## src/rtl/gemm_isa_pkg.sv

```systemverilog
// Shared ISA definitions for the GEMM instruction sequencer: opcodes,
// instruction field layout, controller state codes and sequencer FSM states.
package gemm_isa_pkg;

  localparam int OPCODE_W  = 4;
  localparam int BUF_ID_W  = 2;
  localparam int MEM_LOC_W = 10;
  localparam int INST_W    = OPCODE_W + BUF_ID_W + MEM_LOC_W;

  localparam logic [OPCODE_W-1:0] OP_HALT  = 4'b0000;
  localparam logic [OPCODE_W-1:0] OP_LD    = 4'b0010;
  localparam logic [OPCODE_W-1:0] OP_ST    = 4'b0011;
  localparam logic [OPCODE_W-1:0] OP_GEMM  = 4'b0100;
  localparam logic [OPCODE_W-1:0] OP_DRAIN = 4'b0101;

  localparam logic [3:0] CTRL_IDLE   = 4'd0;
  localparam logic [3:0] CTRL_STEADY = 4'd1;
  localparam logic [3:0] CTRL_DRAIN  = 4'd2;

  typedef enum logic [2:0] {
    S_IDLE,
    S_FETCH,
    S_DECODE,
    S_LOAD,
    S_STORE,
    S_GEMM,
    S_DRAIN
  } seq_state_e;

  typedef struct packed {
    logic [OPCODE_W-1:0]  opcode;
    logic [BUF_ID_W-1:0]  buf_id;
    logic [MEM_LOC_W-1:0] mem_loc;
  } inst_t;

endpackage

```

## src/rtl/gemm_inst_decode.sv

```systemverilog
// Combinational instruction field extraction and legality check.
// Loads may only target buffers 00 (left) and 01 (top).
module gemm_inst_decode
  import gemm_isa_pkg::*;
(
  input  logic [INST_W-1:0] inst,
  output inst_t             fields,
  output logic              illegal
);

  always_comb begin
    fields  = inst_t'(inst);
    illegal = 1'b0;
    case (fields.opcode)
      OP_HALT, OP_ST, OP_GEMM, OP_DRAIN: illegal = 1'b0;
      OP_LD:                             illegal = fields.buf_id[1];
      default:                           illegal = 1'b1;
    endcase
  end

endmodule

```

## src/rtl/gemm_inst_sequencer.sv

```systemverilog
// GEMM instruction sequencer: fetches, decodes and executes LD/ST/GEMM/DRAINSYS/HALT.
// Optional GEMM_SEQ_PERF_CNT_EN adds saturating performance counters.
//
// state    | meaning
// ---------+----------------------------------------------------------
// S_IDLE   | waiting for start; done pulses here after program end
// S_FETCH  | instruction memory read issued at pc
// S_DECODE | instruction returned, registered and dispatched
// S_LOAD   | ld_req held until ld_ack
// S_STORE  | st_req held until st_ack
// S_GEMM   | controller in STEADY for NUM_ROW+NUM_COL-1 cycles
// S_DRAIN  | controller in DRAIN for NUM_ROW cycles
module gemm_inst_sequencer
  import gemm_isa_pkg::*;
#(
  parameter int INST_WIDTH            = 16,
  parameter int LOG2_INST_MEMORY_SIZE = 10,
  parameter int NUM_ROW               = 8,
  parameter int NUM_COL               = 8,
  parameter int LOG2_SRAM_BANK_DEPTH  = 10,
  parameter int CTRL_WIDTH            = 4
) (
  input  logic                             clk,
  input  logic                             rst_n,
  input  logic                             start,
  output logic                             busy,
  output logic                             done,
  output logic                             err,
  output logic                             inst_rd_en,
  output logic [LOG2_INST_MEMORY_SIZE-1:0] inst_rd_addr,
  input  logic [INST_WIDTH-1:0]            inst_rd_data,
  output logic                             ld_req,
  output logic [1:0]                       ld_buf_id,
  output logic [LOG2_SRAM_BANK_DEPTH-1:0]  ld_addr,
  input  logic                             ld_ack,
  output logic                             st_req,
  output logic [LOG2_SRAM_BANK_DEPTH-1:0]  st_addr,
  input  logic                             st_ack,
  output logic [CTRL_WIDTH-1:0]            ctrl_state,
  output logic [LOG2_SRAM_BANK_DEPTH-1:0]  top_rd_start,
  output logic [LOG2_SRAM_BANK_DEPTH-1:0]  top_rd_end,
  output logic [LOG2_SRAM_BANK_DEPTH-1:0]  left_rd_start,
  output logic [LOG2_SRAM_BANK_DEPTH-1:0]  left_rd_end,
  output logic [LOG2_SRAM_BANK_DEPTH-1:0]  down_rd_start,
  output logic [LOG2_SRAM_BANK_DEPTH-1:0]  down_rd_end
`ifdef GEMM_SEQ_PERF_CNT_EN
  ,
  output logic [31:0]                      perf_inst_cnt,
  output logic [31:0]                      perf_busy_cyc
`endif
);

  localparam int PW        = LOG2_INST_MEMORY_SIZE;
  localparam int AW        = LOG2_SRAM_BANK_DEPTH;
  localparam int GEMM_CYC  = NUM_ROW + NUM_COL - 1;
  localparam int DRAIN_CYC = NUM_ROW;
  localparam int CNT_W     = $clog2(NUM_ROW + NUM_COL);

  localparam logic [AW-1:0] LD_SPAN = AW'(NUM_ROW + NUM_COL - 2);
  localparam logic [AW-1:0] ST_SPAN = AW'(NUM_ROW - 1);

  seq_state_e        state_q, state_d;
  logic [PW-1:0]     pc_q, pc_d;
  logic [1:0]        buf_q, buf_d;
  logic [AW-1:0]     loc_q, loc_d;
  logic [CNT_W-1:0]  cnt_q, cnt_d;
  logic              busy_q, busy_d;
  logic              done_q, done_d;
  logic              err_q, err_d;
  logic [AW-1:0]     left_s_q, left_s_d, left_e_q, left_e_d;
  logic [AW-1:0]     top_s_q, top_s_d, top_e_q, top_e_d;
  logic [AW-1:0]     down_s_q, down_s_d, down_e_q, down_e_d;

  inst_t             dec_fields;
  logic              dec_illegal;
  logic              start_accept;

  gemm_inst_decode u_decode (
    .inst    (inst_rd_data[INST_W-1:0]),
    .fields  (dec_fields),
    .illegal (dec_illegal)
  );

  assign start_accept = (state_q == S_IDLE) && start;

  always_ff @(posedge clk or negedge rst_n) begin
    if (!rst_n) begin
      state_q  <= S_IDLE;
      pc_q     <= '0;
      buf_q    <= '0;
      loc_q    <= '0;
      cnt_q    <= '0;
      busy_q   <= 1'b0;
      done_q   <= 1'b0;
      err_q    <= 1'b0;
      left_s_q <= '0;
      left_e_q <= '0;
      top_s_q  <= '0;
      top_e_q  <= '0;
      down_s_q <= '0;
      down_e_q <= '0;
    end else begin
      state_q  <= state_d;
      pc_q     <= pc_d;
      buf_q    <= buf_d;
      loc_q    <= loc_d;
      cnt_q    <= cnt_d;
      busy_q   <= busy_d;
      done_q   <= done_d;
      err_q    <= err_d;
      left_s_q <= left_s_d;
      left_e_q <= left_e_d;
      top_s_q  <= top_s_d;
      top_e_q  <= top_e_d;
      down_s_q <= down_s_d;
      down_e_q <= down_e_d;
    end
  end

  always_comb begin
    state_d  = state_q;
    pc_d     = pc_q;
    buf_d    = buf_q;
    loc_d    = loc_q;
    cnt_d    = cnt_q;
    busy_d   = busy_q;
    done_d   = 1'b0;
    err_d    = err_q;
    left_s_d = left_s_q;
    left_e_d = left_e_q;
    top_s_d  = top_s_q;
    top_e_d  = top_e_q;
    down_s_d = down_s_q;
    down_e_d = down_e_q;
    case (state_q)
      S_IDLE: begin
        if (start_accept) begin
          pc_d    = '0;
          busy_d  = 1'b1;
          err_d   = 1'b0;
          state_d = S_FETCH;
        end
      end
      S_FETCH: state_d = S_DECODE;
      S_DECODE: begin
        buf_d = dec_fields.buf_id;
        loc_d = AW'(dec_fields.mem_loc);
        if (dec_illegal || dec_fields.opcode == OP_HALT) begin
          err_d   = err_q | dec_illegal;
          busy_d  = 1'b0;
          done_d  = 1'b1;
          state_d = S_IDLE;
        end else begin
          case (dec_fields.opcode)
            OP_LD:    state_d = S_LOAD;
            OP_ST:    state_d = S_STORE;
            OP_GEMM: begin
              cnt_d   = CNT_W'(GEMM_CYC - 1);
              state_d = S_GEMM;
            end
            OP_DRAIN: begin
              cnt_d   = CNT_W'(DRAIN_CYC - 1);
              state_d = S_DRAIN;
            end
            default:  state_d = S_IDLE;
          endcase
        end
      end
      S_LOAD: begin
        if (ld_ack) begin
          // buf_id[1] is never set here; illegal buffers end the program in DECODE
          if (buf_q[0]) begin
            top_s_d = loc_q;
            top_e_d = loc_q + LD_SPAN;
          end else begin
            left_s_d = loc_q;
            left_e_d = loc_q + LD_SPAN;
          end
          pc_d    = pc_q + PW'(1);
          state_d = S_FETCH;
        end
      end
      S_STORE: begin
        if (st_ack) begin
          down_s_d = loc_q;
          down_e_d = loc_q + ST_SPAN;
          pc_d     = pc_q + PW'(1);
          state_d  = S_FETCH;
        end
      end
      S_GEMM, S_DRAIN: begin
        if (cnt_q == '0) begin
          pc_d    = pc_q + PW'(1);
          state_d = S_FETCH;
        end else begin
          cnt_d = cnt_q - CNT_W'(1);
        end
      end
      default: state_d = S_IDLE;
    endcase
  end

  always_comb begin
    inst_rd_en   = (state_q == S_FETCH);
    inst_rd_addr = inst_rd_en ? pc_q : '0;
    ld_req       = (state_q == S_LOAD);
    ld_buf_id    = ld_req ? buf_q : '0;
    ld_addr      = ld_req ? loc_q : '0;
    st_req       = (state_q == S_STORE);
    st_addr      = st_req ? loc_q : '0;
    case (state_q)
      S_GEMM:  ctrl_state = CTRL_WIDTH'(CTRL_STEADY);
      S_DRAIN: ctrl_state = CTRL_WIDTH'(CTRL_DRAIN);
      default: ctrl_state = CTRL_WIDTH'(CTRL_IDLE);
    endcase
    busy          = busy_q;
    done          = done_q;
    err           = err_q;
    left_rd_start = left_s_q;
    left_rd_end   = left_e_q;
    top_rd_start  = top_s_q;
    top_rd_end    = top_e_q;
    down_rd_start = down_s_q;
    down_rd_end   = down_e_q;
  end

`ifdef GEMM_SEQ_PERF_CNT_EN
  logic [31:0] perf_inst_q, perf_inst_d;
  logic [31:0] perf_busy_q, perf_busy_d;

  always_ff @(posedge clk or negedge rst_n) begin
    if (!rst_n) begin
      perf_inst_q <= '0;
      perf_busy_q <= '0;
    end else begin
      perf_inst_q <= perf_inst_d;
      perf_busy_q <= perf_busy_d;
    end
  end

  always_comb begin
    perf_inst_d = perf_inst_q;
    perf_busy_d = perf_busy_q;
    if (start_accept) begin
      perf_inst_d = '0;
      perf_busy_d = '0;
    end else begin
      if (state_q == S_DECODE && perf_inst_q != '1) perf_inst_d = perf_inst_q + 32'd1;
      if (busy_q && perf_busy_q != '1)              perf_busy_d = perf_busy_q + 32'd1;
    end
  end

  assign perf_inst_cnt = perf_inst_q;
  assign perf_busy_cyc = perf_busy_q;
`endif

endmodule

```

## config.mk

```make
export PLATFORM = sky130hd
export DESIGN_NAME = gemm_inst_sequencer
export DESIGN_NICKNAME = d
export VERILOG_FILES = /design/src/rtl/gemm_isa_pkg.sv /design/src/rtl/gemm_inst_decode.sv /design/src/rtl/gemm_inst_sequencer.sv
export SDC_FILE = /design/constraint.sdc
export NUM_CORES = 1
export LEC_CHECK = 0
export BUFFER_PORTS_ARGS = -buffer_cell sky130_fd_sc_hd__buf_2
export CAP_MARGIN = 5
export CORE_MARGIN = 1
export CORE_UTILIZATION = 40
export DETAILED_ROUTE_END_ITERATION = 10
export HOLD_SLACK_MARGIN = 0.1
export PLACE_DENSITY = 0.66
export SYNTH_ARGS = -nofsm -noshare
export SYNTH_HDL_FRONTEND = slang
export SYNTH_HIERARCHICAL = 1
export SYNTH_SLANG_ARGS = --single-unit
```

## constraint.sdc

```tcl
create_clock -name clk -period 1.9 [get_ports clk]
set_clock_uncertainty 0.15 [all_clocks]
set_input_delay 0.38 -clock clk [delete_from_list [all_inputs] [get_ports clk]]
set_output_delay 0.38 -clock clk [all_outputs]
set_load 0.1 [all_outputs]
```

After elaboration in Yosys (flattened, before gate mapping)
Index checks and enable logic that the tools add are counted.

Flip-flop bits (word level): 92. Input port bits: 21. Output and inout port bits: 102. Word-level logic and storage cells: 85.

Add/subtract/negate cells: 4. Eq/ne operators: 18. Muxes and demuxes: 30. Bitwise gates (word level): 2. Reduce and logical (&&, ||, !) cells: 17.

Operators by type and width (count): $mux W10 (7); $pmux W10 S4 (1); $pmux W3 S6 (1); $pmux W4 S2 (2); $mux W3 (5); $pmux W3 S4 (1); $add A10 B1 Y10 const B (1); $add A10 B3 Y10 const B (1); $add A10 B4 Y10 const B (1); $ne A2 B2 Y1 const B (5); $eq A3 B3 Y1 const B (3); $reduce_and A3 Y1 (3); $eq A4 B2 Y1 const B (2); $eq A4 B3 Y1 const B (2); $logic_not A4 Y1 (2); $mux W4 (2); $reduce_and A4 Y1 (2); $eq A3 B2 Y1 const B (2); $mux W1 (6); $pmux W1 S2 (3); $reduce_and A5 Y1 (1); $ne A2 B1 Y1 const B (2); $pmux W2 S2 (1); $reduce_bool A2 Y1 (2); other kinds (13) (13).

Longest topological paths before layout
Depth after elaboration: 6. Mapped depth: 7. Depth with buffers taken out: 7.

By module
Netlist, hierarchy kept.

Modules (own cells, without submodules): gemm_inst_sequencer (instances 1, cells an instance 484, area each 4372.9 sq um, sequential area each 2252.2 sq um); gemm_inst_decode (instances 1, cells an instance 21, area each 151.4 sq um, sequential area each 0.0 sq um).

Least setup slack after synthesis
Ideal clock, no wire load.

Path type: reg-to-output. Start: reg state_q[2]. End: out ld_addr[2]. Arrival time: 2.914 ns. Required time: 1.370 ns. Slack: -1.544 ns. Cell stages (with the launch flop): 4. Path buffers: 2. Cells stage by stage: dfrtp_1 -> buf_2 -> clkbuf_1 -> nor3_1.

Longest elaborated chain between the ends: 2.

Ends and longest elaborated chain: start: declaration (line gemm_inst_sequencer.sv:62) `seq_state_e state_q, state_d;`; start signal: assignment (line gemm_inst_sequencer.sv:103) `state_q <= state_d;`; $eq A3 B2 Y1 (line gemm_inst_sequencer.sv:206) `ld_req = (state_q == S_LOAD);`; $mux W10 (line gemm_inst_sequencer.sv:208) `ld_addr = ld_req ? loc_q : '0;`; end: declaration (line gemm_inst_sequencer.sv:34) `output logic [LOG2_SRAM_BANK_DEPTH-1:0] ld_addr,`.

Every way passes these cells.

Final worst setup path
Start: reg state_q[1]. End: out ld_addr[8].

The elaborated chain is that of the path after synthesis.

==> results.json <==
{
  "outcome": "complete, but fails checks",
  "violations": "negative setup slack",
  "fin_ws_ns": -0.328,
  "cp-start-kind": "flop",
  "required_ns": 1.37,
  "io_pins": 123,
  "seqCellArea_sq_um": 2260,
  "syn_inst": 505,
  "cts_max_level": 3,
  "maxCapViolCount": 0,
  "r2r_end": "pc_q[6]",
  "cts_tree": "yes",
  "path_class": "flop to output pin",
  "fin_crit_ns": 2.23,
  "cts_buffers": 9,
  "grt_pass1_wl_um": 20100,
  "layout_common_cells": "113 x nand2_1, 87 x dfrtp_1, 82 x buf_2",
  "finalSetupViolations": 64,
  "syn_to_final_growth_pct": 60.0,
  "yosys.cell_types.count": 50,
  "layout.nets": 718,
  "hold_depth": 3,
  "dieArea_sq_um": 11700,
  "drc": 0,
  "wl_um": 13600,
  "hold_path_end": "loc_q[1]",
  "routedWlPerCell_um": 16.3,
  "grt_max_degree": 91,
  "slew_headroom_pct": 66.2,
  "drive_above_1_share_pct": 44.8,
  "r2r.worst_path.cells": 8,
  "period_share_pct": 117,
  "antenna_left": 0,
  "n_fill_cell": 818,
  "worstReg2RegStart": "state_q[0]",
  "core_area_sq_um": 10900,
  "crit_fanout": 5,
  "drtIter0Drc": 278,
  "grtUsageTotal_pct": 22.5,
  "yosysWarnings": 6,
  "ys_seq_elements": 90,
  "finalNonFillerCells": 837,
  "hpwl_um": 8870,
  "final_common_cell": "nand2_1",
  "die_h_um": 108,
  "drv_slew": 0,
  "post-place-cells": 774,
  "die_w_um": 108,
  "rsz0062_at_grt": "yes",
  "vias": 4290,
  "routabilityCongestion": 0.850,
  "cts_max_path_buffers": 2,
  "cp.arrival_ns": 1.70,
  "grt_pass1_vias": 4052,
  "clkTransAtPathRegs_ns": 0.07,
  "antenna_found_initial": 0,
  "mappedNetlistArea_sq_um": 4520,
  "ys_seq_area_share_pct": 49.8,
  "avgSynthCellArea_sq_um": 8.96,
  "worst_pin_slew_ns": 0.511,
  "synth_ff_type": "dfrtp_1",
  "finalHoldViolCount": 0,
  "cts_sinks": 90,
  "r2r_slack_ns": -0.27,
  "num_antenna_cells": 0,
  "end_kind": "output pin",
  "async_reset_ff_share_pct": 100,
  "clock.fmax_ghz": 0.449,
  "io_buffers": 120,
  "initial_core_util_pct": 41.4,
  "drt-pass1-iter-count": 5,
  "multiInputGateArea_sq_um": 2320,
  "ctsRootBufferMaster": "clkbuf_16",
  "grt_remaining_overflow": 0,
  "holdCritPathClass": "input pin to flop",
  "synth_edf_count": 0,
  "viasPerCell": 5.13,
  "insertion_delay_ns": 0.34,
  "min-delay-start": "inst_rd_data[1]",
  "row_count": 38
}
stage by stage:
step                TNS [ns]  hold slack (ns)  setup WS (ns)  utilization, %  area, sq um
finish                -12.01            0.106         -0.328            66.2         7240
global route          -16.72            0.114         -0.386            66.2         7240
CTS                   -12.81            0.106         -0.363            63.1         6900
detailed placement     -2.69            0.307         -0.262            56.7         6200
global placement       -1.16            0.303         -0.188            56.7         6200
floorplan              -4.12          -0.0656         -0.169               -         4750
routing by layer:
| metal | GRT usage, % | part of all wire (%) | vias up |
|---|---|---|---|
| li1 | - | - | 2045 |
| met1 | 29.8 | 43 | 2084 |
| met2 | 36.6 | 50 | 146 |
| met3 | 5.12 | 5.3 | 15 |
| met4 | 6.85 | 1.4 | 0 |
| met5 | 0 | 0 | - |
flip-flops by register name, summed over array words and instances, names as in the netlist, 4 cells and up:
name / cells
cnt_q: 4
down_rd_end: 10
down_rd_start: 10
left_rd_end: 9
left_rd_start: 10
loc_q: 10
pc_q: 10
top_rd_end: 9
top_rd_start: 10
worst max-delay path by stage:
| stage | from | endpoint | slack [ns] | cells past startpoint |
|---|---|---|---|---|
| final | state_q[1] | ld_addr[8] | -0.33 | 6 |
| after global routing | state_q[0] | ld_addr[8] | -0.39 | 7 |
| after CTS | state_q[1] | st_addr[2] | -0.36 | 6 |
| after detailed placement | cnt_q[0] | pc_q[8] | -0.26 | 8 |
| after global placement | cnt_q[0] | pc_q[8] | -0.19 | 8 |
| after floorplan | state_q[2] | ld_addr[0] | -0.17 | 3 |
layout make-up:
cell class	count	share of cell area, %
clock inverter	5	0.864
tap	140	2.42
timing repair buffer	223	29.6
multi-input combinational	357	32.0
inverter	11	0.605
sequential	90	31.2
clock buffer	11	3.35
cell usage after synthesis (8+ instances only):
cell type	number	area, sq um
a21oi_1	17	85.1
mux2_1	8	90.1
buf_4	20	150
dfrtp_1	90	2250
clkbuf_1	25	93.8
inv_1	11	41.3
nand2_1	120	450
nor3_1	9	45.0
nor2_1	30	113
xnor2_1	13	114
and2_1	30	188
o21ai_0	46	230
critical path: stages, from the launching register on:
cell	delay, ns
dfrtp_2	0.42
buf_4	0.17
nand2_4	0.07
nor2_4	0.19
clkbuf_16	0.19
and2_4	0.15
buf_12	0.17
repair_timing:
item	CTS	global route
endpoints found under the hold margin	98	0
setup endpoints to repair	61	67
setup buffers	16	18
gates cloned	2	4
hold buffers	9	0
pin swaps	15	26
resized for setup	34	56
kinds of logic after synthesis:
logic type                 synth area share [%]
buffers and inverters                      7.02
other                                    0.0829
DFF                                        49.8
AOI/OAI and AO/OA                          11.7
adders and majority gates                  1.38
and+or+nand+nor                            24.3
muxes                                      2.21
xor gates and xnor gates                   3.48
Power is not shown: default switching activity piles up to over one toggle a cycle in this logic, so the estimate is an artifact.
